**config.mk**
```make
export PLATFORM = sky130hd
export DESIGN_NAME = ahb_reg_slave
export DESIGN_NICKNAME = d
export VERILOG_FILES = /design/src/rtl/ahb_reg_slave.sv
export SDC_FILE = /design/constraint.sdc
export NUM_CORES = 1
export LEC_CHECK = 0
export CORE_UTILIZATION = 61
export DETAILED_ROUTE_END_ITERATION = 8
export HOLD_SLACK_MARGIN = 0.03
export PLACE_DENSITY = 0.92
export REMOVE_ABC_BUFFERS = 1
export SYNTH_ARGS = -nofsm -noshare
export SYNTH_HDL_FRONTEND = slang
export SYNTH_SLANG_ARGS = --single-unit
export TNS_END_PERCENT = 30
```
**constraint.sdc**
```tcl
create_clock -name ahb_clk_in -period 2.4 [get_ports ahb_clk_in]
set_input_delay 0.24 -clock ahb_clk_in [delete_from_list [all_inputs] [get_ports ahb_clk_in]]
set_output_delay 0.24 -clock ahb_clk_in [all_outputs]
set_load 0.005 [all_outputs]
```
**src/rtl/ahb_reg_slave.sv**
```systemverilog
// AHB-Lite register-file responder: word-addressed registers with byte-lane writes,
// a fixed number of wait states per OKAY transfer and a two-cycle ERROR response.
module ahb_reg_slave #(
   parameter int AHB_ADDR_WIDTH = 32,
   parameter int AHB_DATA_WIDTH = 32,
   parameter int REG_WORDS      = 16,
   parameter int WAIT_STATES    = 1
) (
   input  logic                      ahb_clk_in,
   input  logic                      ahb_rst_in,
   input  logic                      ahb_sel_in,
   input  logic [AHB_ADDR_WIDTH-1:0] ahb_addr_in,
   input  logic [1:0]                ahb_trans_in,
   input  logic                      ahb_write_in,
   input  logic [2:0]                ahb_size_in,
   input  logic [AHB_DATA_WIDTH-1:0] ahb_wdata_in,
   input  logic                      ahb_ready_in,
   output logic [AHB_DATA_WIDTH-1:0] ahb_rdata_out,
   output logic                      ahb_ready_out,
   output logic                      ahb_resp_out
);
   localparam int         IDX_W     = $clog2(REG_WORDS);
   localparam logic [3:0] WAIT_INIT = (WAIT_STATES > 0) ? 4'(WAIT_STATES - 1) : 4'd0;

   typedef enum logic [2:0] {ST_IDLE, ST_WAIT, ST_DATA, ST_ERR1, ST_ERR2} state_t;

   state_t                    state_q, state_d;
   logic                      ready_q, ready_d;
   logic                      resp_q, resp_d;
   logic [3:0]                cnt_q, cnt_d;
   logic [IDX_W+1:0]          addr_q, addr_d;
   logic                      write_q, write_d;
   logic [2:0]                size_q, size_d;
   logic [AHB_DATA_WIDTH-1:0] regs_q [REG_WORDS];
   logic [AHB_DATA_WIDTH-1:0] regs_d [REG_WORDS];

   logic             accept;
   logic             addr_err;
   logic [IDX_W-1:0] idx;
   logic [3:0]       lane_en;
   logic             unused_trans;

   // HTRANS[0] only separates NONSEQ from SEQ, which this slave treats alike.
   assign unused_trans = ahb_trans_in[0];
   assign accept       = ahb_sel_in && ahb_trans_in[1] && ahb_ready_in;
   assign idx          = addr_q[IDX_W+1:2];

   always_comb begin
      addr_err = 1'b0;
      if (ahb_size_in > 3'd2)                                  addr_err = 1'b1;
      if (ahb_size_in == 3'd1 && ahb_addr_in[0])               addr_err = 1'b1;
      if (ahb_size_in == 3'd2 && ahb_addr_in[1:0] != 2'b00)    addr_err = 1'b1;
      if (ahb_addr_in[AHB_ADDR_WIDTH-1:IDX_W+2] != '0)         addr_err = 1'b1;
      if (int'(ahb_addr_in[IDX_W+1:2]) >= REG_WORDS)           addr_err = 1'b1;
   end

   always_comb begin
      case (size_q)
         3'd0:    lane_en = 4'b0001 << addr_q[1:0];
         3'd1:    lane_en = addr_q[1] ? 4'b1100 : 4'b0011;
         default: lane_en = 4'b1111;
      endcase
   end

   always_comb begin
      state_d = state_q;
      cnt_d   = cnt_q;
      addr_d  = addr_q;
      write_d = write_q;
      size_d  = size_q;
      case (state_q)
         ST_WAIT: begin
            if (cnt_q == 4'd0) state_d = ST_DATA;
            else               cnt_d   = cnt_q - 4'd1;
         end
         ST_ERR1: state_d = ST_ERR2;
         default: begin
            state_d = ST_IDLE;
            if (accept) begin
               addr_d  = ahb_addr_in[IDX_W+1:0];
               write_d = ahb_write_in;
               size_d  = ahb_size_in;
               if (addr_err) begin
                  state_d = ST_ERR1;
               end else if (WAIT_STATES > 0) begin
                  state_d = ST_WAIT;
                  cnt_d   = WAIT_INIT;
               end else begin
                  state_d = ST_DATA;
               end
            end
         end
      endcase
      ready_d = !(state_d == ST_WAIT || state_d == ST_ERR1);
      resp_d  = (state_d == ST_ERR1 || state_d == ST_ERR2);
   end

   // Commit happens on the edge that leaves DATA; error transfers never get there.
   always_comb begin
      for (int w = 0; w < REG_WORDS; w++) regs_d[w] = regs_q[w];
      if (state_q == ST_DATA && write_q) begin
         for (int b = 0; b < 4; b++)
            if (lane_en[b]) regs_d[idx][8*b +: 8] = ahb_wdata_in[8*b +: 8];
      end
   end

   always_ff @(posedge ahb_clk_in) begin
      if (ahb_rst_in) begin
         state_q <= ST_IDLE;
         ready_q <= 1'b1;
         resp_q  <= 1'b0;
         cnt_q   <= 4'd0;
      end else begin
         state_q <= state_d;
         ready_q <= ready_d;
         resp_q  <= resp_d;
         cnt_q   <= cnt_d;
      end
      addr_q  <= addr_d;
      write_q <= write_d;
      size_q  <= size_d;
   end

   always_ff @(posedge ahb_clk_in) begin
      if (ahb_rst_in) begin
         for (int w = 0; w < REG_WORDS; w++) regs_q[w] <= '0;
      end else begin
         for (int w = 0; w < REG_WORDS; w++) regs_q[w] <= regs_d[w];
      end
   end

   assign ahb_rdata_out = (state_q == ST_DATA && !write_q) ? regs_q[idx] : '0;
   assign ahb_ready_out = ready_q;
   assign ahb_resp_out  = resp_q;
endmodule

```
### Word-level counts from Yosys, hierarchy flattened

Memories as Yosys holds them, arrays and structs flattened. A register that Yosys moved wholly into a read port is not among the register bits.
Cells that the tools add are included.

* flip-flop bits (word level): 19
* latch bits: 0
* memory bits (writable): 512
* ROM bits: 0
* input bits: 74
* output and inout bits: 34
* memories kept: 1

* add/sub/neg operators: 1
* multipliers: 0
* divide/modulo/power cells: 0
* magnitude comparators: 3
* eq/ne operators: 11
* shift operators: 1
* mux-type cells: 55
* bitwise logic cells: 19
* reduce and logical (&&, ||, !) cells: 19

Memories
* regs_q: depth 16, width 32, read ports 17, clocked after memory_dff 1, write ports 16, line 34 `logic [AHB_DATA_WIDTH-1:0] regs_q [REG_WORDS];`

Operator list (count)
* 512-bit 2-to-1 mux: 8
* 512-bit bitwise mux: 4
* 32-bit 2-to-1 mux: 18
* 32-bit demux with 4-bit select: 4
* 26-bit nonzero test: 1
* 24-bit 2-to-1 mux: 1
* 4-bit 2-to-1 mux: 5
* 16-bit 2-to-1 mux: 1
* 1-bit bitwise OR: 16
* 4-bit case mux with 2 select lines: 2
* 3-bit by 1-bit == test with 1-bit output (second input constant): 4
* 3-bit by 2-bit == test with 1-bit output (second input constant): 4
* 8-bit 2-to-1 mux: 1
* 1-bit logical AND: 7
* 1-bit 2-to-1 mux: 7
* 3-bit case mux with 2 select lines: 1
* 5-bit >= comparator (second input constant): 1
* 5-bit by 1-bit < comparator with 1-bit output (second input constant): 1
* 4-bit NOT with 5-bit output: 1
* 4-bit logical NOT: 1
* 2-bit 2-to-1 mux: 2
* 4-bit AND reduction: 1
* 2-bit nonzero test: 2
* 1-bit by 2-bit left shift with 4-bit output (first input constant): 1
* other kinds (12): 15

### Logic depth before layout (Yosys ltp)

Gate-level depths: netlist of the first run.

* word-level depth: 18
* mapped depth: 8
* depth with buffers taken out: 7

### Worst setup path before layout of the first run

No wires, ideal clock.

* kind: register -> output
* start: register with a tool-made name
* end: output ahb_rdata_out[3]
* arrival time: 1.882 ns
* data required time: 2.160 ns
* slack: 0.278 ns
* stages on the path, launching flop included: 6
* cells stage by stage: dfxtp_1 -> buf_2 -> buf_2 -> mux4_2 -> mux4_2 -> nor2b_1

RTL lines
* to (decl): line 18 `output logic [AHB_DATA_WIDTH-1:0] ahb_rdata_out,`

==> results.tsv, run 1 <==
stage	metric	value	unit
clock_network	clock input transition at the sequential cells of the worst setup and hold paths	0.08	ns
drt	DRC violation total after the first TritonRoute iteration	3064	
setup_path	largest stage delay on the critical path	0.57	ns
status	result of the run	finished with violations	
setup_path	CP startpoint kind	flop	
sta	RSZ-0062 raised after global routing	yes	
sta	number of setup violations in the final report	34	
setup_path	Crit path required time	2.16	ns
synthesis	post-synth top area share	44.0	%
setup_path	arrival time at the worst endpoint	2.82	ns
min_path	hold path start	ahb_rst_in	
setup_path	worst setup path class	reg -> out	
synthesis	flop and latch count out of synthesis	535	
clock_network	root buffer cell	clkbuf_16	
setup_path	endpoint of the most critical register-to-register path	regs_q[1][29]	
final_layout	Final Net Count	2503	
placement	detailed-placement wirelength estimate	41400	um
sta	final worst slack	-0.664	ns
sta	Hold Vio Cnt, Final	0	
synthesis	top cells by instance count after synthesis	dfxtp_1, nor2_1, mux2i_1	
sta	Worst Tran Pin Value	0.791	ns
setup_path	cell class contributing the biggest share of worst-path delay	multiplexers	
global_routing	final global-route overflow total	0	
setup_path	Worst Path Max Fanout	6	
synthesis	cell type with the largest total area after synthesis	dfxtp_1	
drt	number of nets still failing antenna checks after routing	0	
setup_path	kind of end point of the critical path	primary output	
die	die span in x	200	um
clock_network	insertion delay of the later-clocked pin in the worst-skew pair	0.59	ns
die	I/O pin count	108	
die	die span in y	200	um
placement	port bufs	106	
setup_path	reg2reg start	addr_q[2]	
synthesis	number of enable flip-flop cells after synthesis	10	
sta	max-slew headroom at the worst pin	47.3	%
die	cell row count	72	
setup_path	Top cell by count, worst path	buf_12	
clock_network	maximum level of the CTS H-tree	2	
drt	Pre-antenna DRT Iters	9	
min_path	Hold Path Stages	2	
clock_network	Bufs on Longest Clock Path	3	
global_routing	first-pass GRT wire length	117000	um
synthesis	proportion of synthesized chip area in sequential cells	45.3	%
synthesis	main flop type after synthesis	dfxtp_1	
power_and_ir_drop	final total power	18.6	mW
setup_path	worst reg2reg path depth	6	
final_layout	final design instance area without fill	28200	um^2
die	effective utilization at floorplan	61.8	%
sta	max-slew violation total from the final report	0	
final_layout	share of final-layout standard cells stronger than drive strength 1	21.1	%
power_and_ir_drop	PD cells	660	nW/um^2
placement	total instance count after detailed placement	2840	
clock_network	number of sinks driven by the clock tree	535	
synthesis	top-count cell post-synth	dfxtp_1	
setup_path	Critical path buffers and inverters	5	
min_path	kind of path behind the tightest hold check	in -> reg	
setup_path	library cell contributing the largest single delay on the critical path	mux4_2	
synthesis	synthesized area per cell	10.4	um^2
synthesis	asr flop ratio synth	0	%
sta	Final Skew	0.0246	ns
placement	routability congestion estimate	0.864	
clock_network	CTS tree	done	
drt	number of design rule violations left after detail routing	0	
status	violations in the final reports	negative setup slack	
synthesis	synthesized cell area	23900	um^2
global_routing	largest net degree at the start of global routing	111	
global_routing	overall routing resource usage	38.4	%
drt	total wire length	76200	um
die	Die Outline Area	39900	um^2
die	area of the core	38600	um^2
final_layout	number of non-filler instances in the completed layout	2990	
min_path	WHS Endpoint	regs_q[12][7]	
setup_path	sequence of cells on the critical path	buf_12 -> buf_12 -> buf_16 -> buf_12 -> mux4_2 -> mux4_2 -> nor2b_1 -> buf_2	
global_routing	via count of the first global-routing pass	21000	
clock_network	TritonCTS buffer count	52	
setup_path	register-to-register setup slack	-0.07	ns
final_layout	synth-to-layout area growth	18.0	%
sta	final worst path period share	128	%
synthesis	number of instances in the synthesized netlist	2306	
drt	total number of vias	20400	
global_routing	initial antenna violation count	1	
drt	average vias per placed instance	6.82	
synthesis	Unique masters post-synth	46	
synthesis	warning count from the yosys run	0	
job	number of max-capacitance violations reported	0	
synthesis	largest cells by area after synthesis	dfxtp_1, mux4_2, mux2i_1	
sta	post-route minimum period	3.06	ns
power_and_ir_drop	leakage power figure	10.6	nW
placement	standard cell area after detailed placement	25800	um^2
sta	highest attainable clock frequency	0.326	GHz
power_and_ir_drop	worst supply voltage drop on vdd	0.533	mV
drt	DR WL/cell	25.5	um
report_power, final:
part           total, mW  switching [mW]  internal [mW]  leakage [nW]
registers           8.95          0.0253           8.92          4.32
logic               1.14           0.666          0.473          5.44
clock network       8.51            3.62           4.90         0.886
total               18.6            4.31           14.3          10.6
flip-flops by register name, summed over array words and instances (netlist names), named ones only:
signal,flops
state_q,3
addr_q,6
regs_q,512
cnt_q,4
ahb_resp_out,1
write_q,1
size_q,3
ahb_ready_out,1
layout by cell type, fill, tap and decap left out, types with 9 or more instances in the layout:
| cell | instances |
|---|---|
| dfxtp_1 | 521 |
| nor2_1 | 330 |
| mux2i_1 | 320 |
| nand2_1 | 210 |
| a21oi_1 | 194 |
| o21ai_0 | 190 |
| mux4_2 | 160 |
| buf_4 | 111 |
| clkdlybuf4s50_1 | 73 |
| clkbuf_16 | 54 |
| nor2b_1 | 29 |
| buf_12 | 29 |
| buf_2 | 21 |
| nor2_2 | 17 |
| clkinv_2 | 17 |
| nor3_4 | 16 |
| clkbuf_8 | 11 |
| edfxtp_1 | 10 |
| nand4_2 | 9 |
| clkbuf_2 | 9 |
how the worst max path moves through the flow:
| stage | to | startpoint | slack [ns] | depth (start not counted) |
|---|---|---|---|---|
| final | ahb_rdata_out[6] | flop | -0.66 | 8 |
| after global routing | ahb_rdata_out[6] | flop | -0.68 | 8 |
| after CTS | ahb_rdata_out[2] | flop | -0.63 | 8 |
| after detailed placement | ahb_rdata_out[8] | flop | -0.21 | 5 |
| after global placement | ahb_rdata_out[13] | flop | -0.20 | 5 |
| after floorplan | ahb_rdata_out[0] | flop | -3.85 | 3 |
cell families after synthesis:
| family | after synthesis | share of synthesized area [%] |
|---|---|---|
| mux | 482 | 28.6 |
| flops | 535 | 45.3 |
| buf+inv | 202 | 3.64 |
| fa+ha+maj | 2 | 0.105 |
| simple gates | 684 | 13.7 |
| compound gates | 401 | 8.62 |
cell type report:
class / count / area (um^2)
fillers: 2195 / 10500
clock buffers: 73 / 1530
clock inverters: 25 / 238
well taps: 518 / 648
inverters: 6 / 22.5
repair buffers: 263 / 2620
multi-input cells: 1569 / 12300
flip-flops and latches: 535 / 10800
diodes: 1 / 2.50
per-layer routing:
| metal | wire length, um | GRT usage, % | vias up |
|---|---|---|---|
| li1 | - | - | 8384 |
| met1 | 26100 | 44.7 | 9721 |
| met2 | 35800 | 62.1 | 1796 |
| met3 | 8630 | 9.51 | 486 |
| met4 | 5630 | 27.3 | 0 |
| met5 | 0 | 0 | - |
stage by stage:
stage	utilization [%]	setup WS [ns]	setup TNS [ns]	hold slack, ns
after floorplan	-	-3.85	-466.90	0.309
after global placement	66.8	-0.202	-4.86	0.456
after detailed placement	66.8	-0.210	-5.05	0.467
after CTS	73.2	-0.628	-17.83	0.141
after global routing	72.9	-0.682	-18.14	0.163
final	72.9	-0.664	-17.14	0.148
timing repair:
item / in CTS / in global routing
hold buffers: 0 / 0
setup endpoints to repair: 33 / 95
hold endpoints to repair: 0 / 0
gates resized for setup: 136 / 41
gates cloned: 9 / 0
setup buffers: 40 / 16
worst register-to-register path: stages, from the launching register on:
cell and delay, ns:
edfxtp_1 0.61, nor2b_1 0.29, buf_4 0.22, nand2_2 0.09
buf_4 0.25, o21ai_0 0.66, a21oi_1 0.20
(Power assumes the default switching activity.)
==> inputs of run 2 (changes only) <==
HOLD_SLACK_MARGIN = 0.12   (was 0.03)
==> results of run 2 <==
Same layout as run 1: the final DEF is identical, and so are final timing and power.
